## src/rtl/hazard_ctrl.sv

```systemverilog
// hazard_ctrl: pipeline sequencer for the 5-stage 8-bit core.
// Produces PC/IFID/IDEX stall and IFID/IDEX/EXMEM flush controls for load-use,
// multi-cycle MUL and taken-branch squash, plus the EX operand forwarding selects.
// Optional build macro HAZ_STATS_EN adds the saturating STALL_CNT/FLUSH_CNT outputs.
module hazard_ctrl #(
  parameter logic [4:0]  OP_NOP     = 5'h1f,
  parameter logic [4:0]  OP_LOAD    = 5'h10,
  parameter logic [4:0]  OP_MUL     = 5'h08,
  parameter int unsigned MUL_CYCLES = 3
) (
  input  logic       clk,
  input  logic       rst,
  input  logic [3:0] IFID_R1_ADDR,
  input  logic [3:0] IFID_R2_ADDR,
  input  logic [4:0] IDEX_OPCODE,
  input  logic [2:0] IDEX_RD_ADDR,
  input  logic [3:0] IDEX_R1_ADDR,
  input  logic [3:0] IDEX_R2_ADDR,
  input  logic [2:0] EXMEM_RD_ADDR,
  input  logic       EXMEM_WE,
  input  logic [2:0] MEMWB_RD_ADDR,
  input  logic       MEMWB_WE,
  input  logic       BR_TAKEN,
  output logic       PC_STALL,
  output logic       IFID_STALL,
  output logic       IDEX_STALL,
  output logic       IFID_FLUSH,
  output logic       IDEX_FLUSH,
  output logic       EXMEM_FLUSH,
  output logic       MUL_DONE,
  output logic [1:0] FWD_A,
  output logic [1:0] FWD_B
`ifdef HAZ_STATS_EN
  ,
  output logic [15:0] STALL_CNT,
  output logic [15:0] FLUSH_CNT
`endif
);

  typedef enum logic {RUN, MUL_WAIT} state_t;

  // Remaining wait cycles loaded when a MUL first reaches EX; the final EX
  // cycle is the MUL_WAIT cycle with cnt==0.
  localparam logic [3:0] MUL_LOAD = (MUL_CYCLES > 1) ? 4'(MUL_CYCLES - 2) : 4'd0;

  state_t     state_q, state_d;
  logic [3:0] cnt_q, cnt_d;

  // A bubble never starts a hazard, even if an opcode parameter collides with it.
  logic ex_is_load, ex_is_mul, load_use;
  assign ex_is_load = (IDEX_OPCODE == OP_LOAD) && (IDEX_OPCODE != OP_NOP);
  assign ex_is_mul  = (IDEX_OPCODE == OP_MUL)  && (IDEX_OPCODE != OP_NOP);

  // An ID source with bit3 set is an immediate and never conflicts.
  function automatic logic src_hit(input logic [3:0] src, input logic [2:0] rd);
    return !src[3] && (src[2:0] == rd);
  endfunction

  assign load_use = ex_is_load &&
                    (src_hit(IFID_R1_ADDR, IDEX_RD_ADDR) || src_hit(IFID_R2_ADDR, IDEX_RD_ADDR));

  // EXMEM is the younger producer, so it takes priority over MEMWB.
  function automatic logic [1:0] fwd_sel(input logic [3:0] src,
                                         input logic       ex_we, input logic [2:0] ex_rd,
                                         input logic       wb_we, input logic [2:0] wb_rd);
    if (src[3])                           return 2'b00;
    else if (ex_we && (src[2:0] == ex_rd)) return 2'b01;
    else if (wb_we && (src[2:0] == wb_rd)) return 2'b10;
    else                                  return 2'b00;
  endfunction

  // State register and MUL wait counter; synchronous active-low reset.
  always_ff @(posedge clk) begin
    // NOTE: sequential state uses non-blocking assignments so every register
    // samples the pre-edge values regardless of statement order.
    if (!rst) begin
      state_q <= RUN;
      cnt_q   <= 4'd0;
    end else begin
      state_q <= state_d;
      cnt_q   <= cnt_d;
    end
  end

  // Next-state and stall/flush decode, priority branch > MUL > load-use.
  always_comb begin
    // NOTE: every output is defaulted first so no path leaves a value held,
    // which would otherwise infer a latch.
    state_d     = state_q;
    cnt_d       = cnt_q;
    PC_STALL    = 1'b0;
    IFID_STALL  = 1'b0;
    IDEX_STALL  = 1'b0;
    IFID_FLUSH  = 1'b0;
    IDEX_FLUSH  = 1'b0;
    EXMEM_FLUSH = 1'b0;
    MUL_DONE    = 1'b0;
    if (!rst) begin
      state_d = RUN;
      cnt_d   = 4'd0;
    end else if (BR_TAKEN) begin
      // Squash the three younger instructions; any MUL in EX dies with them.
      IFID_FLUSH  = 1'b1;
      IDEX_FLUSH  = 1'b1;
      EXMEM_FLUSH = 1'b1;
      state_d     = RUN;
    end else if (state_q == MUL_WAIT) begin
      if (cnt_q != 4'd0) begin
        PC_STALL    = 1'b1;
        IFID_STALL  = 1'b1;
        IDEX_STALL  = 1'b1;
        EXMEM_FLUSH = 1'b1;
        cnt_d       = cnt_q - 4'd1;
      end else begin
        MUL_DONE = 1'b1;
        state_d  = RUN;
      end
    end else if (ex_is_mul) begin
      if (MUL_CYCLES > 1) begin
        PC_STALL    = 1'b1;
        IFID_STALL  = 1'b1;
        IDEX_STALL  = 1'b1;
        EXMEM_FLUSH = 1'b1;
        cnt_d       = MUL_LOAD;
        state_d     = MUL_WAIT;
      end else begin
        MUL_DONE = 1'b1;
      end
    end else if (load_use) begin
      PC_STALL   = 1'b1;
      IFID_STALL = 1'b1;
      IDEX_FLUSH = 1'b1;
    end
  end

  // Forwarding selects are independent of the FSM; forced to 00 while in reset.
  assign FWD_A = rst ? fwd_sel(IDEX_R1_ADDR, EXMEM_WE, EXMEM_RD_ADDR, MEMWB_WE, MEMWB_RD_ADDR) : 2'b00;
  assign FWD_B = rst ? fwd_sel(IDEX_R2_ADDR, EXMEM_WE, EXMEM_RD_ADDR, MEMWB_WE, MEMWB_RD_ADDR) : 2'b00;

`ifdef HAZ_STATS_EN
  logic [15:0] stall_cnt_q, flush_cnt_q;

  // Saturating counts of stalled-PC cycles and taken-branch cycles.
  always_ff @(posedge clk) begin
    if (!rst) begin
      stall_cnt_q <= 16'd0;
      flush_cnt_q <= 16'd0;
    end else begin
      if (PC_STALL && (stall_cnt_q != 16'hffff)) stall_cnt_q <= stall_cnt_q + 16'd1;
      if (BR_TAKEN && (flush_cnt_q != 16'hffff)) flush_cnt_q <= flush_cnt_q + 16'd1;
    end
  end

  assign STALL_CNT = stall_cnt_q;
  assign FLUSH_CNT = flush_cnt_q;
`endif

endmodule

```

## config.mk

```make
export PLATFORM = sky130hd
export DESIGN_NAME = hazard_ctrl
export DESIGN_NICKNAME = d
export VERILOG_FILES = /design/src/rtl/hazard_ctrl.sv
export SDC_FILE = /design/constraint.sdc
export NUM_CORES = 1
export LEC_CHECK = 0
export ABC_AREA = 1
export BUFFER_PORTS_ARGS = -buffer_cell sky130_fd_sc_hd__buf_2
export CAP_MARGIN = 20
export CORE_MARGIN = 2
export CORE_UTILIZATION = 41
export CTS_CLUSTER_SIZE = 30
export DETAILED_ROUTE_END_ITERATION = 12
export GPL_TIMING_DRIVEN = 0
export PLACE_DENSITY = 0.79
export SLEW_MARGIN = 20
export SYNTH_ARGS = -nofsm -noshare
export SYNTH_HDL_FRONTEND = slang
export SYNTH_SLANG_ARGS = --single-unit
```

## constraint.sdc

```tcl
create_clock -name clk -period 1.3 [get_ports clk]
set_input_delay 0.065 -clock clk [delete_from_list [all_inputs] [get_ports clk]]
set_output_delay 0.065 -clock clk [all_outputs]
set_load 0.05 [all_outputs]
```

# After elaboration in Yosys (flattened, before gate mapping)
# Cells that the tools add are included.
# word_totals
inputBits	35
ff_bits	5
output_inout_bits	11
word_cells	62
# classes
mux	33
bitwise	1
n_addsub	1
eq_ne	10
reduce_logical	15
# ops
cell	n
2-to-1 mux 1 bit	22
equality test 3 bit	6
2-to-1 mux 2 bit	8
2-to-1 mux 4 bit	3
logical AND 1 bit	9
equality test 5 x 4 -> 1 bit (second input constant)	1
equality test 5 bit (second input constant)	1
inequality test 5 bit (second input constant)	1
nonzero test 4 bit	1
subtractor 4 x 1 -> 4 bit (second input constant)	1
AND reduction 3 bit	1
zero test 1 bit	2
inequality test 2 x 1 -> 1 bit (second input constant)	1
nonzero test 2 bit	1
logical OR 1 bit	1
NOT 1 bit	1

# Depth between registers and ports, before layout
# Gate-level depths: netlist of run 1.
# logic_depth
word_depth	9
depth_mapped	11

# Worst setup path after synthesis of run 1
# OpenSTA, ideal clock, no wires.
# synth_path
kind	reg-to-output
from	register cnt_q[0]
to	output port PC_STALL
arrival_ps	2109
stages_incl_launch_ff	11
t_required_ps	1235
slack_ps	-874
path_buffers	1
cell_sequence	dfxtp_1 > inv_1 > ha_1 > nand2_1 > inv_1 > nand2_1 > nand2_1 > inv_1 > nand2_1 > a21oi_1 > buf_4
# synth_via
elab_chain_len	5
# synth_rtl
element	line_no	text
start: declaration	47	logic [3:0] cnt_q, cnt_d;
start signal: assignment	81	cnt_q <= cnt_d;
nonzero test 4 bit	108	if (cnt_q != 4'd0) begin
2-to-1 mux 1 bit (4 in series)	--	
end: declaration	24	output logic PC_STALL,
# No other way between the ends.

# Worst setup path after layout of run 1
# layout_path
from	register cnt_q[1]
to	output port PC_STALL
# layout_via
elab_chain_len	5
# layout_rtl
element	line_no	text
nonzero test 4 bit	108	
2-to-1 mux 1 bit	108	
2-to-1 mux 1 bit	107	end else if (state_q == MUL_WAIT) begin
2-to-1 mux 1 bit	101	end else if (BR_TAKEN) begin
2-to-1 mux 1 bit	98	if (!rst) begin
# No other way between the ends.

==> flow_metrics.py, run 1 <==
metrics = {
    "sta": {
        "tightest_slew_ns": 0.406,
        "hold_viol": 0,
        "fin_crit_ns": 1.60,
        "drv_slew": 0,
        "relSlewSlack_pct": 72.6,
        "finClkSkew_ns": 0.00651,
        "fin_ws_ns": -0.297,
        "setup_viol": 7,
        "rsz0062_at_grt": "true",
        "fmax_mhz": 626,
        "fin_setup_tns_ns": -1.30,
        "fin_crit_sh_pct": 123,
    },
    "cells_and_area": {
        "final_cell_mix": "buf_2 (36), nand2_1 (35), inv_1 (22)",
        "diodes": 0,
        "final_layout_size_suffix_gt1_share_pct": 46.6,
        "final_common_cell": "buf_2",
        "multi_input_area_um2": 609,
        "area_delta_synth_final_pct": 74.8,
        "register_area_um2": 104,
        "fill_cells": 109,
        "nNetsFinal": 227,
        "instances_no_fill": 205,
    },
    "worst_setup_path": {
        "path_buf_inv": 5,
        "r2r_start": "cnt_q[1]",
        "start_kind": "register",
        "crit_fanout": 2,
        "critPathArrivalTime_ns": 1.53,
        "critical_path.endpoint_type": "output pin",
        "max_stage_delay_ns": 0.33,
        "ff2ff_path_depth": 12,
        "cp_slowest_cell": "dfxtp_2",
        "cp.required_ns": 1.24,
        "worstPathCellList": "inv_2, ha_4, nand2_2, inv_2, nand2_2, nand2_2, inv_2, nand2_4, a21oi_4, buf_6, buf_8",
        "rrSetupSlack_ns": -0.04,
        "crit_type": "reg2out",
        "worstReg2RegEnd": "cnt_q[3]",
        "critPathTopFamily": "buffers and inverters",
    },
    "clocking": {
        "root_buffer": "clkbuf_4",
        "clk_pin_slew_ns": 0.05,
        "hold_buffers": 0,
        "clock_latency_ns": 0.24,
        "htreeDepth": 1,
        "cts_tree": "yes",
        "cts_inserted_buffers": 3,
        "cts_buffer_depth": 2,
        "cts_sinks": 5,
    },
    "power": {
        "power.density_nw_per_um2": 487,
        "irDropWorstVdd_v": 0.000782,
        "power.leakage_nw": 0.675,
    },
    "synthesis": {
        "synth.distinct_cells": 17,
        "ys_seq_area_share_pct": 14.4,
        "ys_ff_latch": 5,
        "syn_area_um2": 696,
        "syn_inst": 133,
        "syn-num-nets": 170,
        "yosysWarnings": 0,
        "synth_area_per_cell_um2": 5.23,
    },
    "global_route": {
        "grt_pass1_vias": 957,
        "grt_max_degree": 8,
        "antenna_found_initial": 0,
        "grt_use_total_pct": 23.4,
        "grt_pass1_wl_mm": 3.59,
        "gr-total-overflow": 0,
    },
    "floorplan": {
        "die_area_um2": 2040,
        "rows": 14,
        "num_io_pins": 46,
        "initial_utilization_pct": 45.1,
        "die_h_um": 45.2,
        "core_um2": 1540,
        "die_x_um": 45.2,
    },
    "routing": {
        "totalWireLength_mm": 2.25,
        "vias": 1008,
        "drt_iter0_markers": 8,
        "drcViolationCount": 0,
        "drtPass1Iterations": 4,
        "ant_nets": 0,
        "viasPerCell": 4.92,
        "wl_per_cell_um": 11.0,
    },
    "hold_path": {
        "hold_depth": 3,
        "holdPathEnd": "state_q",
        "hold_path_class": "in2reg",
        "hp-start": "rst",
    },
    "placement": {
        "dp_hpwl_mm": 1.52,
        "numPlacedInstances": 194,
        "place.gp.congestion": 0.864,
        "io_buffers": 45,
    },
    "run_status": {
        "status": "finished with violations",
        "violations": "setup timing",
    },
    "flow_run": {
        "drv_cap": 0,
    },
}
-- cell families after synthesis --
| kind of cell | Yosys count | synth area share, % |
|---|---|---|
| xor gates and xnor gates | 9 | 11.3 |
| AOI/OAI and AO/OA | 10 | 7.19 |
| adders and majority gates | 2 | 3.60 |
| and+or+nand+nor | 77 | 46.8 |
| buffers and inverters | 30 | 16.7 |
| DFF | 5 | 14.4 |
-- flip-flops by register name (all words and copies together), names as in the netlist --
signal	flops
state_q	1
cnt_q	4
-- per-layer routing --
metal	up-vias	wire, µm	share of wire, %	track usage (%)
met2	45	1180	52	46.9
met4	0	40	1.8	5.88
met5	-	0	0	0
met3	6	182	8.1	6.40
met1	443	852	38	23.0
li1	514	-	-	-
-- how the worst max path moves through the flow --
stage                          end  cells past startpoint  slack (ns)     start
after floorplan           PC_STALL                     10       -0.21  cnt_q[1]
after global placement    PC_STALL                     11       -0.17  cnt_q[1]
after detailed placement  PC_STALL                     11       -0.18  cnt_q[1]
after CTS                 PC_STALL                     11       -0.26  cnt_q[1]
after global routing      PC_STALL                     11       -0.36  cnt_q[1]
final                     PC_STALL                     11       -0.30  cnt_q[1]
-- final cells by class --
class,count,share of cell area (%)
Buffer,1,0.926
Clock buffer,4,2.16
Inverter,29,9.16
Multi-Input combinational cell,98,50.1
Sequential cell,5,8.54
Tap cell,16,1.65
Timing Repair Buffer,52,27.5
-- where the power goes --
group          internal (mW)  total (mW)  switching, mW
clock                  0.116       0.178         0.0620
combinational          0.104       0.259          0.155
sequential             0.155       0.156       0.000823
total                  0.375       0.593          0.218
-- per-stage QoR --
| stage | setup WS [ns] | utilization, % | area, µm² | hold WS, ns | total power [mW] |
|---|---|---|---|---|---|
| CTS | -0.259 | 74.4 | 1150 | 0.143 | 0.584 |
| floorplan | -0.207 | - | 764 | 0.226 | 0.296 |
| finish | -0.297 | 78.9 | 1220 | 0.144 | 0.593 |
| global route | -0.358 | 78.9 | 1220 | 0.137 | 0.637 |
| detailed placement | -0.184 | 65.5 | 1010 | 0.399 | 0.385 |
| global placement | -0.168 | 65.5 | 1010 | 0.395 | 0.380 |
-- what timing repair did --
item,in CTS,in global routing
cloned,0,0
setup endpoints to repair,6,12
gates resized for setup,20,21
pin swaps,2,6
setup buffers,5,3
-- worst reg2reg max path: stages, from the launching register on --
cell     delay (ns)
dfxtp_2        0.33
inv_2          0.05
ha_4           0.15
nand2_2        0.05
inv_2          0.04
nand2_2        0.07
nand2_2        0.07
inv_2          0.08
buf_4          0.14
nand2_4        0.06
inv_1          0.05
nand2_1        0.06
a21oi_2        0.12
-- Yosys cell counts --
cell type / count / area [µm²]
inv_2: 1 / 3.75
nor4_1: 2 / 12.5
nor3_1: 4 / 20.0
xnor2_1: 5 / 43.8
nand3_1: 9 / 45.0
a21oi_1: 5 / 25.0
nand3b_1: 1 / 7.51
or2_1: 2 / 12.5
inv_1: 28 / 105
xor2_1: 4 / 35.0
ha_1: 2 / 25.0
o21ai_0: 5 / 25.0
dfxtp_1: 5 / 100
buf_4: 1 / 7.51
nor2_1: 16 / 60.1
nand2_1: 42 / 158
nor3_2: 1 / 10.0
Note: power is estimated with default switching activity, not from simulation.
==> inputs of run 2 (changes only) <==
Settings changed: GPL_TIMING_DRIVEN 0 to 1.
==> run 2 against run 1 <==
  * The run still ends with setup timing left
  * Global-route usage grew 1.7 points
  * Flip-flop and latch count is the same
  * Cell count grew 2.0%
  * Hold slack lost 0.021 ns
  * Worst setup slack gained 0.078 ns
  * Die area is the same
  * First-iteration DRC count grew to 3.0 times the previous value
  * Largest cell class unchanged
  * Largest power group unchanged
  * Highest routed layer unchanged
==> flow_metrics.py, run 2 (same netlist as run 1, synthesis figures left out) <==
metrics = {
    "worst_setup_path": {
        "critPathArrivalTime_ns": 1.45,
        "cp_slowest_cell": "dfxtp_2",
        "startpoint": "cnt_q[0]",
        "cp-endpoint": "IFID_STALL",
        "ff2ff_path_depth": 11,
        "rrSetupSlack_ns": -0.08,
        "crit_type": "reg2out",
        "cp.required_ns": 1.24,
        "cp_num_cells": 10,
        "max_stage_delay_ns": 0.33,
        "critical_path.endpoint_type": "output pin",
        "cpMostUsedCell": "inv_2",
        "worstReg2RegEnd": "cnt_q[2]",
        "path_buf_inv": 4,
        "r2r_start": "cnt_q[0]",
        "worstPathCellList": "inv_2, ha_4, nand2_2, inv_2, nand2_4, nand2_2, inv_2, nand2_4, a21oi_4, buf_6",
        "critPathTopFamily": "buffers and inverters",
        "start_kind": "register",
        "crit_fanout": 2,
    },
    "power": {
        "p_int_mw": 0.383,
        "power.density_nw_per_um2": 517,
        "power.leakage_nw": 0.692,
        "pwr-share-comb_pct": 42.8,
        "irDropWorstVdd_v": 0.000554,
        "p_switching_mw": 0.243,
        "power_mw": 0.626,
        "p_clk_share_pct": 32.4,
        "seq_power_share_pct": 24.8,
        "netSwitchingFraction_pct": 38.8,
    },
    "placement": {
        "io_buffers": 45,
        "place.gp.congestion": 0.874,
        "numPlacedInstances": 202,
        "dp_hpwl_mm": 1.71,
    },
    "floorplan": {
        "core_um2": 1540,
        "rows": 14,
        "initial_utilization_pct": 45.1,
        "die_x_um": 45.2,
        "die_h_um": 45.2,
        "num_io_pins": 46,
        "die_area_um2": 2040,
    },
    "clocking": {
        "root_buffer": "clkbuf_4",
        "cts_sinks": 5,
        "cts_tree": "yes",
        "clk_pin_slew_ns": 0.06,
        "cts_inserted_buffers": 3,
        "clock_latency_ns": 0.26,
        "hold_buffers": 0,
        "cts_buffer_depth": 2,
        "htreeDepth": 1,
    },
    "routing": {
        "vias": 1013,
        "ant_nets": 0,
        "wl_met2_mm": 1.26,
        "drt_iter0_markers": 24,
        "met1_length_um": 916,
        "viasPerCell": 4.85,
        "drtPass1Iterations": 4,
        "totalWireLength_mm": 2.42,
        "drcViolationCount": 0,
        "met3_wirelength_um": 219,
        "wl_per_cell_um": 11.6,
        "routed.top_layer": "met4",
    },
    "global_route": {
        "grt_max_degree": 6,
        "gr-total-overflow": 0,
        "antenna_found_initial": 0,
        "grt_pass1_vias": 972,
        "grt_pass1_wl_mm": 3.75,
        "grt_use_total_pct": 25.1,
    },
    "cells_and_area": {
        "area_delta_synth_final_pct": 74.1,
        "final_cell_mix": "buf_2 (39), nand2_1 (36), inv_1 (22)",
        "final_layout_size_suffix_gt1_share_pct": 45.1,
        "regMostFlops": "cnt_q",
        "diodes": 0,
        "utilization_pct": 78.6,
        "largest_register_ffs": 4,
        "instances_no_fill": 209,
        "final_common_cell": "buf_2",
        "nNetsFinal": 231,
        "largestRegisters": "cnt_q (4), state_q (1)",
    },
    "sta": {
        "drv_slew": 0,
        "rsz0062_at_grt": "true",
        "setup_viol": 9,
        "fin_crit_ns": 1.52,
        "fmax_mhz": 658,
        "hold_viol": 0,
        "fin_ws_ns": -0.219,
        "tightest_slew_ns": 0.426,
        "holdWs_ns": 0.123,
        "fin_crit_sh_pct": 117,
        "relSlewSlack_pct": 71.3,
        "finClkSkew_ns": 0.0102,
    },
    "run_status": {
        "violations": "setup timing",
        "status": "finished with violations",
    },
    "hold_path": {
        "hold_path_class": "in2reg",
    },
    "flow_run": {
        "drv_cap": 0,
    },
}
==> run 2: how the worst min path moves through the flow <==
stage	startpoint	endpoint	slack (ns)	cells after the start
after floorplan	rst	cnt_q[0]	0.23	2
after global placement	rst	cnt_q[0]	0.35	3
after detailed placement	rst	cnt_q[0]	0.37	3
after CTS	rst	cnt_q[1]	0.11	3
after global routing	rst	cnt_q[1]	0.12	3
final	rst	cnt_q[1]	0.12	3
==> run 2: tightest hold or removal path: stages <==
cell and delay, ns:
buf_2 0.10, inv_2 0.07, a21oi_2 0.10
==> run 2: routing by layer <==
metal  up-vias  GRT usage, %
met4         0          8.82
met1       430          25.2
met2        56          51.4
met5         -             0
li1        523             -
met3         4          2.80
==> run 2: power groups by stage <==
stage                     clock [mW]  sequential (mW)  combinational (mW)
after global placement             0            0.158               0.234
after floorplan                    0            0.158               0.138
after detailed placement           0            0.158               0.241
final                          0.203            0.155               0.268
after global routing           0.217            0.155               0.295
after CTS                      0.191            0.156               0.258
==> run 2: area by class of cell <==
type                            count  area, µm²
Tap cell                           16       20.0
Timing Repair Buffer               57        360
Multi-Input combinational cell     98        592
Inverter                           29        109
Clock buffer                        4       26.3
Sequential cell                     5        104
Fill cell                         108        330
==> run 2: per-stage QoR <==
stage	setup WS (ns)	cell area (µm²)	setup TNS, ns
finish	-0.219	1210	-1.03
global route	-0.293	1210	-1.75
CTS	-0.197	1170	-1.02
detailed placement	-0.0376	1070	-0.0749
global placement	0.00810	1070	0
floorplan	-0.207	764	-0.565
==> run 2: timing repair <==
| action | in CTS | in global routing |
|---|---|---|
| pin swaps | 5 | 5 |
| gates resized for setup | 19 | 10 |
| endpoints found under the setup margin | 8 | 10 |
| buffers inserted | 1 | 2 |
==> inputs of run 3 (changes only) <==
Settings changed: SETUP_SLACK_MARGIN from default to 0.02.
==> run 3 against run 2 <==
  * The run still ends with setup timing left
  * Register-to-register slack about the same
  * Combinational power is essentially flat
  * Cell area unchanged
  * Die area stayed put
  * Via count unchanged
  * Count of clock-buffer cells in the layout unchanged
  * Cell count unchanged
  * Core utilization unchanged
==> flow_metrics.py, run 3 (same netlist as run 1, synthesis figures left out) <==
metrics = {
    "clocking": {
        "root_buffer": "clkbuf_4",
        "clock_latency_ns": 0.26,
        "cts_sinks": 5,
        "cts_tree": "yes",
        "htreeDepth": 1,
        "clk_pin_slew_ns": 0.06,
        "cts_inserted_buffers": 3,
        "cts_buffer_depth": 2,
    },
    "power": {
        "power.density_nw_per_um2": 517,
        "power.leakage_nw": 0.692,
        "irDropWorstVdd_v": 0.000554,
        "power_mw": 0.626,
    },
    "floorplan": {
        "initial_utilization_pct": 45.1,
        "die_h_um": 45.2,
        "rows": 14,
        "die_area_um2": 2040,
        "num_io_pins": 46,
        "die_x_um": 45.2,
        "core_um2": 1540,
    },
    "global_route": {
        "antenna_found_initial": 0,
        "grt_use_total_pct": 25.1,
        "grt_pass1_wl_mm": 3.75,
        "gr-total-overflow": 0,
        "grt_max_degree": 6,
        "grt_pass1_vias": 974,
    },
    "hold_path": {
        "hp-start": "rst",
        "hold_path_class": "in2reg",
    },
    "placement": {
        "place.gp.congestion": 0.874,
        "place_area_um2": 1070,
        "dp_hpwl_mm": 1.71,
        "numPlacedInstances": 202,
        "io_buffers": 45,
    },
    "cells_and_area": {
        "diodes": 0,
        "regMostFlops": "cnt_q",
        "utilization_pct": 78.6,
        "instances_no_fill": 209,
        "final_layout_size_suffix_gt1_share_pct": 45.1,
        "nNetsFinal": 231,
        "final_common_cell": "buf_2",
        "largestRegisters": "cnt_q (4), state_q (1)",
        "area_delta_synth_final_pct": 74.1,
        "final_cell_mix": "buf_2 (39), nand2_1 (36), inv_1 (22)",
        "fin_area_um2": 1210,
        "fill_cells": 108,
        "largest_register_ffs": 4,
    },
    "routing": {
        "wl_per_cell_um": 11.6,
        "viasPerCell": 4.85,
        "ant_nets": 0,
        "totalWireLength_mm": 2.42,
        "drcViolationCount": 0,
        "drt_iter0_markers": 24,
        "drtPass1Iterations": 4,
        "vias": 1013,
    },
    "sta": {
        "fin_ws_ns": -0.219,
        "hold_viol": 0,
        "tightest_slew_ns": 0.426,
        "setup_viol": 9,
        "drv_slew": 0,
        "rsz0062_at_grt": "true",
        "fmax_mhz": 658,
        "fin_crit_ns": 1.52,
        "finClkSkew_ns": 0.0102,
        "relSlewSlack_pct": 71.3,
        "fin_crit_sh_pct": 117,
    },
    "worst_setup_path": {
        "crit_type": "reg2out",
        "r2r_start": "cnt_q[0]",
        "startpoint": "cnt_q[0]",
        "crit_fanout": 2,
        "cp.required_ns": 1.24,
        "critical_path.endpoint_type": "output pin",
        "start_kind": "register",
        "critPathArrivalTime_ns": 1.45,
    },
    "run_status": {
        "status": "finished with violations",
        "violations": "setup timing",
    },
    "flow_run": {
        "drv_cap": 0,
    },
}
[run 3: cell counts in the layout (fill, tap and decap cells not counted)]
Identical to the previous run, type by type.
[run 3: layout make-up]
cell class	instances	area, µm²	share of cell area [%]
Multi-Input combinational cell	98	592	48.9
Timing Repair Buffer	57	360	29.8
Inverter	29	109	8.99
Sequential cell	5	104	8.57
Clock buffer	4	26.3	2.17
Tap cell	16	20.0	1.65
[run 3: path summary, 6_finish.rpt]
check                to  cells after the start  slack, ns
min reg2reg    cnt_q[0]                      2       0.50
min            cnt_q[1]                      3       0.12
max          IFID_STALL                     10      -0.22
max reg2reg    cnt_q[2]                     11      -0.08
[run 3: worst max-delay path: stages, from the launching register on]
cell and delay [ns]:
dfxtp_2 0.33, inv_2 0.05, ha_4 0.15, nand2_2 0.05, inv_2 0.04, nand2_4 0.05
nand2_2 0.06, inv_2 0.07, nand2_4 0.06, a21oi_4 0.14, buf_6 0.18
[run 3: per-stage QoR]
step / setup WS, ns / hold slack (ns) / setup TNS, ns
floorplan: -0.207 / 0.226 / -0.565
global placement: 0.00810 / 0.355 / 0
detailed placement: -0.0376 / 0.372 / -0.0749
CTS: -0.197 / 0.115 / -1.02
global route: -0.293 / 0.123 / -1.75
finish: -0.219 / 0.123 / -1.03
[run 3: metal layers]
metal  vias up  routed length, µm  global-route usage (%)
li1        523                  -                       -
met1       430                916                    25.2
met2        56               1260                    51.4
met3         4                219                    2.80
met4         0                 27                    8.82
met5         -                  0                       0
[run 3: repair_timing]
item	in CTS	in global routing
endpoints found under the setup margin	9	10
pin swaps	6	6
buffers inserted	1	2
resized for setup	19	10
hold buffers	0	0
[run 3: report_power, final]
part,switching (mW),leakage [nW],total [mW],internal [mW]
sequential,0.000770,0.0418,0.155,0.155
clock,0.0857,0.0150,0.203,0.117
combinational,0.157,0.635,0.268,0.111
